File: config.mk
export PLATFORM = sky130hd
export DESIGN_NAME = print_tx_engine_flat
export DESIGN_NICKNAME = d
export VERILOG_FILES = /design/src/rtl/print_tx_engine_if.sv /design/src/rtl/print_tx_engine.sv /design/src/flat_wrapper.sv
export SDC_FILE = /design/constraint.sdc
export NUM_CORES = 1
export LEC_CHECK = 0
export ABC_AREA = 1
export CORE_UTILIZATION = 55
export CTS_BUF_LIST = sky130_fd_sc_hd__clkbuf_8
export CTS_CLUSTER_DIAMETER = 100
export CTS_CLUSTER_SIZE = 16
export DETAILED_ROUTE_END_ITERATION = 6
export GPL_ROUTABILITY_DRIVEN = 0
export PLACE_DENSITY_LB_ADDON = 0.15
export SLEW_MARGIN = 20
export SYNTH_ARGS = -nofsm -noshare
export SYNTH_HDL_FRONTEND = slang
export SYNTH_SLANG_ARGS = --single-unit
File: constraint.sdc
create_clock -name clk -period 2.9 [get_ports clk]
set_clock_uncertainty 0.1 [all_clocks]
set_input_delay 0.58 -clock clk [delete_from_list [all_inputs] [get_ports clk]]
set_output_delay 0.58 -clock clk [all_outputs]
set_load 0.005 [all_outputs]
File: src/rtl/print_tx_engine_if.sv
// rtl/print_tx_engine_if.sv - print request and UART byte-stream signals of the print engine
interface print_tx_engine_if;
    logic        req_tx;
    logic        type_tx;
    logic [31:0] dout_tx;
    logic        ack_tx;
    logic [7:0]  d_tx;
    logic        vld_tx;
    logic        rdy_tx;

    modport master (
        output req_tx, type_tx, dout_tx, rdy_tx,
        input  ack_tx, d_tx, vld_tx
    );

    modport slave (
        input  req_tx, type_tx, dout_tx, rdy_tx,
        output ack_tx, d_tx, vld_tx
    );
endinterface

File: src/rtl/print_tx_engine.sv
// rtl/print_tx_engine.sv - serializes a raw char or hex word print request onto a UART byte stream
module print_tx_engine #(
    parameter int         HEX_DIGITS = 8,
    parameter logic [7:0] SEP_CHAR   = 8'h20,
    parameter bit         UPPER_HEX  = 1'b1
) (
    input  logic              clk,
    input  logic              rstn,
    print_tx_engine_if.slave  bus
);

    typedef enum logic [1:0] {
        IDLE = 2'd0,
        SEND = 2'd1,
        DONE = 2'd2
    } state_t;

    state_t      state_q, state_d;
    logic        armed_q, armed_d;
    logic [3:0]  cnt_q, cnt_d;
    logic [31:0] data_q, data_d;
    logic        type_q, type_d;
    logic [7:0]  d_tx_q, d_tx_d;
    logic        vld_q, vld_d;
    logic        ack_q, ack_d;
    logic        last_byte;

    // Byte idx of a print: raw char, or hex digit MSB nibble first, then the separator.
    function automatic logic [7:0] byte_at(input logic [3:0] idx, input logic [31:0] data,
                                           input logic typ);
        logic [31:0] sh;
        logic [3:0]  nib;
        logic [7:0]  b;
        b   = data[7:0];
        sh  = '0;
        nib = '0;
        if (typ) begin
            if (idx >= 4'(HEX_DIGITS)) begin
                b = SEP_CHAR;
            end else begin
                sh  = data >> (6'(4 * (HEX_DIGITS - 1)) - {idx, 2'b00});
                nib = sh[3:0];
                if (nib < 4'd10) b = 8'h30 + {4'h0, nib};
                else             b = (UPPER_HEX ? 8'h41 : 8'h61) + {4'h0, nib} - 8'd10;
            end
        end
        return b;
    endfunction

    assign last_byte = type_q ? (cnt_q == 4'(HEX_DIGITS)) : (cnt_q == 4'd0);

    always_comb begin
        state_d = state_q;
        armed_d = armed_q;
        cnt_d   = cnt_q;
        data_d  = data_q;
        type_d  = type_q;
        d_tx_d  = d_tx_q;
        vld_d   = vld_q;
        ack_d   = 1'b0;

        // Re-arming on any low sample keeps a held request from printing twice.
        if (!bus.req_tx) armed_d = 1'b1;

        case (state_q)
            IDLE: begin
                if (bus.req_tx && armed_q) begin
                    armed_d = 1'b0;
                    data_d  = bus.dout_tx;
                    type_d  = bus.type_tx;
                    cnt_d   = 4'd0;
                    d_tx_d  = byte_at(4'd0, bus.dout_tx, bus.type_tx);
                    vld_d   = 1'b1;
                    state_d = SEND;
                end
            end
            SEND: begin
                if (vld_q && bus.rdy_tx) begin
                    cnt_d = cnt_q + 4'd1;
                    if (last_byte) begin
                        vld_d   = 1'b0;
                        ack_d   = 1'b1;
                        state_d = DONE;
                    end else begin
                        d_tx_d = byte_at(cnt_q + 4'd1, data_q, type_q);
                    end
                end
            end
            DONE: begin
                state_d = IDLE;
            end
            default: begin
                state_d = IDLE;
            end
        endcase
    end

    always_ff @(posedge clk or negedge rstn) begin
        if (!rstn) begin
            state_q <= IDLE;
            armed_q <= 1'b1;
            cnt_q   <= 4'd0;
            data_q  <= 32'd0;
            type_q  <= 1'b0;
            d_tx_q  <= 8'h00;
            vld_q   <= 1'b0;
            ack_q   <= 1'b0;
        end else begin
            state_q <= state_d;
            armed_q <= armed_d;
            cnt_q   <= cnt_d;
            data_q  <= data_d;
            type_q  <= type_d;
            d_tx_q  <= d_tx_d;
            vld_q   <= vld_d;
            ack_q   <= ack_d;
        end
    end

    assign bus.d_tx   = d_tx_q;
    assign bus.vld_tx = vld_q;
    assign bus.ack_tx = ack_q;

endmodule
File: src/flat_wrapper.sv
// flat-port wrapper written by rule: the top's interface ports become plain ports
module print_tx_engine_flat 
#(
    parameter int         HEX_DIGITS = 8,
    parameter logic [7:0] SEP_CHAR   = 8'h20,
    parameter bit         UPPER_HEX  = 1'b1
)
  (clk, rstn, bus_req_tx, bus_type_tx, bus_dout_tx, bus_rdy_tx, bus_ack_tx, bus_d_tx, bus_vld_tx);
  print_tx_engine_if bus_i ();
  input  logic clk;
  input  logic rstn;
  input wire logic [$bits(bus_i.req_tx)-1:0] bus_req_tx;
  input wire logic [$bits(bus_i.type_tx)-1:0] bus_type_tx;
  input wire logic [$bits(bus_i.dout_tx)-1:0] bus_dout_tx;
  input wire logic [$bits(bus_i.rdy_tx)-1:0] bus_rdy_tx;
  output wire logic [$bits(bus_i.ack_tx)-1:0] bus_ack_tx;
  output wire logic [$bits(bus_i.d_tx)-1:0] bus_d_tx;
  output wire logic [$bits(bus_i.vld_tx)-1:0] bus_vld_tx;
  assign bus_i.req_tx = bus_req_tx;
  assign bus_i.type_tx = bus_type_tx;
  assign bus_i.dout_tx = bus_dout_tx;
  assign bus_i.rdy_tx = bus_rdy_tx;
  assign bus_ack_tx = bus_i.ack_tx;
  assign bus_d_tx = bus_i.d_tx;
  assign bus_vld_tx = bus_i.vld_tx;
  print_tx_engine #(.HEX_DIGITS(HEX_DIGITS), .SEP_CHAR(SEP_CHAR), .UPPER_HEX(UPPER_HEX)) u_core (.clk(clk), .rstn(rstn), .bus(bus_i));
endmodule
==> metrics.txt, run 1 <==
run status complete, no violations; # hold bufs at CTS 0; CTS tree built; total power between 3 and 4 mW; largest net degree at the start of global routing 61; CTS clock-pin slew for the worst setup and hold paths ~0.090 ns; crit path capture type flop; mapped cell area ~0.0027 mm2; fmax approximately 440 MHz; die height between 70 and 80 um; CP required approximately 3.0 ns; HPWL after DPL 4440 um; vias in the first global route 2304; syn_nets 401; Min-Delay Path Class input port to asynchronous set/reset pin; Seq cells post-synth 50; Die Span X about 72 um; CTS resizes 0; Die Area 0.00522 mm2; Iter 0 DRT Violations 201; Lkg Pwr 1.64 nW; Crit Reg-Reg Startpoint u_core.cnt_q[0]; Max FO, Critical Path 13; Antenna Nets Post-Route 0; core area around 0.0047 mm2; Setup TNS Final 0 ns; Synth Area per Inst 7.52 um2; final hold vios 0; critical path class flop to flop; Design Area, Final 0.00330 mm2; Layout area overhead 21.4%; H-tree levels 2; Clock power frac 10.9%; number of synthesized flops with an enable pin 0; Final Setup Violations 0; root buffer cell clkbuf_8; Synth top area share 45.1%; worst setup margin 0.645 ns; crit start category flop; sw power 1.57 mW; post-layout util a little over two thirds; Cell Pwr Density 1060 mW/mm2; I/O Pins 47; Max Cap Viol 0; diodes inserted 0; Worst slew margin about three fifths; Std-Cell Rows 25; peak supply drop 0.000577 V; share of post-route cells with drive strength above 1 5.90%; final worst path period need 2.26 ns; # port buffers 46; Global Route Usage Sum 25.6%; first-pass GRT wire length slightly above 10000 um; clk_lat worst skew about 0.3 ns; YS warnings 0; Worst Reg-to-Reg Cells 13; Net Sw Frac 44.9%; synthesized netlist cell count about 360; Placed Instances 466; remaining routing DRC violations 0; hold slack roughly 0.17 ns; Total Nets Final approximately 450; Synth area leader dfrtp_1; Cell Area, Placed 0.00322 mm2; final WL a little under 6000 um; Gate power share 54.8%; Initial Util 57.5%; Sequential Power Share 34.3%; Reg-to-Reg End u_core.bus.d_tx[0]; Top FF cell, synth dfrtp_1; Finished Layout Cells about 470; most instantiated cells after synthesis nand2_1 (118), dfrtp_1 (49), inv_1 (49); Clock Sinks 50; vias per inst 5.11; GRT Residual Overflow 0; DR WL/cell around 13 um; clock buffer depth 2; final slew viol count 0; top-count cell post-synth nand2_1; slew at the pin closest to its max-slew limit 0.593 ns; asr flop ratio synth 100%; Setup Buffers After CTS 0; routed via count 2423; Int Power 1.92 mW; Num CTS Buffers 5; initial antenna violation count 0; unrepaired setup endpoints after global routing false; Worst Path Arrival 2.36 ns; synth unique cells 36; fin crit share 77.8%; Synth area leaders dfrtp_1 (45%), nand2_1 (16%), o21ai_0 (7.2%); sequential area share after synthesis 46.1%; DP Worst Slack approximately 0.52 ns; R2R Setup Slk 0.64 ns; Pre-antenna DRT Iters 4
power by group through the flow:
| stage | clock network (mW) | logic, mW | registers, mW |
|---|---|---|---|
| after floorplan | 0 | 1.46 | 1.17 |
| after global placement | 0 | 1.87 | 1.20 |
| after detailed placement | 0 | 1.89 | 1.21 |
| after CTS | 0.386 | 1.91 | 1.19 |
| after global routing | 0.415 | 2.21 | 1.23 |
| final | 0.379 | 1.91 | 1.20 |
registers in the layout, indices dropped and copies added, names as in the netlist:
name / cells
u_core.armed_q: 1
u_core.bus.ack_tx: 1
u_core.bus.d_tx: 8
u_core.bus.vld_tx: 1
u_core.cnt_q: 4
u_core.data_q: 32
u_core.state_q: 2
u_core.type_q: 1
metal layers:
metal / share of wire, % / global-route usage, %
met4: 1.8 / 9.37
met5: 0 / 0
met1: 46 / 32.5
met3: 5.0 / 4.86
met2: 48 / 43.6
cells in the final DEF (no fill, tap or decap), types with 2 or more instances in the layout:
master | Yosys | routed
nand2_1 | 118 | 118
inv_1 | 49 | 52
dfrtp_1 | 49 | 49
clkdlybuf4s50_1 | 0 | 45
o21ai_0 | 39 | 39
nand3_1 | 29 | 29
nor2_1 | 20 | 20
a21oi_1 | 10 | 10
clkbuf_8 | 1 | 5
buf_4 | 2 | 4
o21ai_1 | 3 | 3
nand3_2 | 3 | 3
o22ai_1 | 3 | 3
ha_1 | 3 | 3
inv_2 | 2 | 2
nand2_2 | 2 | 2
o211ai_1 | 2 | 2
how the worst max path moves through the flow:
stage / start / to / cells past startpoint
2_1_floorplan: u_core.cnt_q[0] / u_core.bus.d_tx[1] / 15
3_3_place_gp: bus_req_tx / u_core.cnt_q[1] / 7
3_5_place_dp: bus_req_tx / u_core.cnt_q[2] / 7
4_1_cts: u_core.cnt_q[0] / u_core.bus.d_tx[0] / 13
5_1_grt: u_core.cnt_q[0] / u_core.bus.d_tx[0] / 13
6_report: u_core.cnt_q[0] / u_core.bus.d_tx[0] / 13
cell families after synthesis:
logic type               share of synthesized area, %
AO/OA/AOI/OAI                                    12.7
XOR/XNOR                                         1.66
adder cells (fa/ha/maj)                          1.38
buffers and inverters                            10.6
flip-flops                                       46.1
AND/OR/NAND/NOR                                  27.5
layout make-up:
cell class	instances	area [um2]
fillers	396	1430
flip-flops and latches	50	1250
multi-input cells	246	1180
repair buffers	51	505
inverters	52	195
well taps	67	83.8
clock buffers	5	68.8
clock inverters	3	11.3
critical path, stage by stage, from the launching register on:
cell and delay (ns):
dfrtp_1 0.44, inv_2 0.14, ha_1 0.54, inv_1 0.17, nand3_1 0.11, nand3_1 0.10, nand3_2 0.13, nand2_2 0.08
nand2_2 0.07, nand2_1 0.05, nand3_1 0.06, nand2_1 0.05, nand2_1 0.06, nand2_1 0.05
(Power assumes the default switching activity.)
==> inputs of run 2 (changes only) <==
CORE_UTILIZATION = 49   (was 55)
clock period = 2 ns   (was 2.9 ns; I/O delays follow)
==> run 2 against run 1 <==
Against the previous run:
- sequential share of layout area is 3.9 points lower
- via count is 5.2% higher
- die area is 12% higher
- first-iteration DRC count is 17% lower
- register-to-register slack worse by 0.57 ns
- largest cell class is now multi-input gates
- highest routed layer unchanged
- worst hold slack better by 0.21 ns
==> metrics.txt, run 2 (synthesized netlist as in run 1, its figures left out) <==
run status complete, no violations; commonest non-fill, non-tap cells in the layout nand2_1 (116), inv_1 (50), dfrtp_1 (48), clkdlybuf4s50_1 (45), o21ai_0 (38); H-tree levels 2; Worst Reg-to-Reg Cells 12; Num CTS Buffers 5; unrepaired setup endpoints after global routing true; Worst Path Arrival 2.02 ns; Die Span X 76.5 um; Metal-1 WL 2890 um; CP required 2.10 ns; Worst slew margin 74.1%; diodes inserted 0; remaining routing DRC violations 0; worst setup margin 0.0776 ns; Total Nets Final roughly 480; Die Area 0.00585 mm2; Antenna Nets Post-Route 0; HPWL after DPL 4870 um; vias per inst 5.04; crit path cell chain buf_4 -> ha_4 -> buf_4 -> xor2_4 -> nand3_2 -> nand3_2 -> nand2_2 -> nand2_2 -> nand3_1 -> nand2_1 -> nand3_1 -> nand2_1; DP Worst Slack -0.0379 ns; Setup TNS Final 0 ns; first-pass GRT wire length 11200 um; slew at the pin closest to its max-slew limit about 0.39 ns; total power about 5.9 mW; # port buffers 46; R2R Setup Slk approximately 0.078 ns; clock buffer depth 2; Clock Sinks 50; clk_lat worst skew 0.30 ns; hold slack 0.385 ns; max incr delay on CP 0.41 ns; Initial Util about half; Cell Pwr Density 1600 mW/mm2; Max Cap Viol 0; initial antenna violation count 0; crit path capture type flop; crit start category flop; family with the most delay on the worst path simple AND/OR/NAND/NOR gates; CP max stage cell dfrtp_1; vias in the first global route 2463; Global Route Usage Sum 23.7%; Levels on crit path 12; share of post-route cells with drive strength above 1 16.1%; Hold Startpoint u_core.data_q[15]; routed via count between 2000 and 3000; Finished Layout Cells 506; Final Setup Violations 0; Crit Reg-Reg Startpoint u_core.cnt_q[1]; crit path buf inv count 2; Min-Delay Path Class flop to flop; most common cell after layout, fill and taps aside nand2_1; peak supply drop 0.000790 V; Layout area overhead 35.3%; Max FO, Critical Path 3; final WL 6580 um; routed wl met2 3290 um; post-layout util a little over two thirds; Design Area, Final 0.00368 mm2; Pre-antenna DRT Iters 4; Max Used Layer met4; Cell Area, Placed roughly 0.0034 mm2; Worst Hold Path EP u_core.data_q[15]; GRT Residual Overflow 0; Reg-to-Reg End u_core.bus.d_tx[3]; critical path class flop to flop; final hold vios 0; max reg flops 32; fin crit share 96.1%; largest net degree at the start of global routing 35; root buffer cell clkbuf_8; core area around 0.0052 mm2; fmax 520 MHz; Placed Instances between 400 and 500; Std-Cell Rows 26; DR WL/cell 13.0 um; final slew viol count 0; WL met3 298 um; FILL cells between 400 and 500; I/O Pins 47; die height 76.5 um; Largest Register u_core.data_q; Lkg Pwr between 1.5 and 2 nW; CTS tree built; final worst path period need 1.92 ns; CTS clock-pin slew for the worst setup and hold paths about 0.090 ns; Iter 0 DRT Violations 166; Hold Crit Depth 2
-- run 2: final cells by class --
type / count / area (um2) / share of cell area [%]
inverters: 52 / 195 / 5.31
flip-flops and latches: 50 / 1250 / 34.1
well taps: 70 / 87.6 / 2.38
clock buffers: 5 / 68.8 / 1.87
clock inverters: 3 / 37.5 / 1.02
multi-input cells: 246 / 1290 / 35.2
repair buffers: 80 / 741 / 20.1
-- run 2: report_power, final --
group / internal (mW) / switching, mW / total [mW]
Sequential: 1.49 / 0.263 / 1.75
Clock: 0.364 / 0.326 / 0.691
Combinational: 1.47 / 1.98 / 3.45
-- run 2: tightest hold or removal path, stage by stage, from the launching register on --
cell and delay, ns:
dfrtp_1 0.36, nand2_1 0.06, nand2_1 0.05
-- run 2: how the worst max path moves through the flow --
stage,slack (ns),end,start
after floorplan,0.01,u_core.bus.d_tx[1],u_core.cnt_q[0]
after global placement,-0.07,u_core.bus.d_tx[0],bus_dout_tx[30]
after detailed placement,-0.04,u_core.bus.d_tx[0],bus_dout_tx[30]
after CTS,0.003,u_core.bus.d_tx[1],u_core.cnt_q[0]
after global routing,-0.1,u_core.bus.d_tx[1],u_core.cnt_q[0]
final,0.08,u_core.bus.d_tx[3],u_core.cnt_q[1]
-- run 2: what timing repair did --
action,CTS,global route
hold buffers,1,0
resized for setup,2,24
pin swaps,0,9
endpoints found under the hold margin,13,0
endpoints found under the setup margin,4,7
buffers inserted,0,2
-- run 2: per-layer routing --
layer,GRT usage (%),vias up
met1,30.0,1174
met2,41.0,76
met4,7.88,0
met5,0,-
met3,4.19,10
li1,-,1288
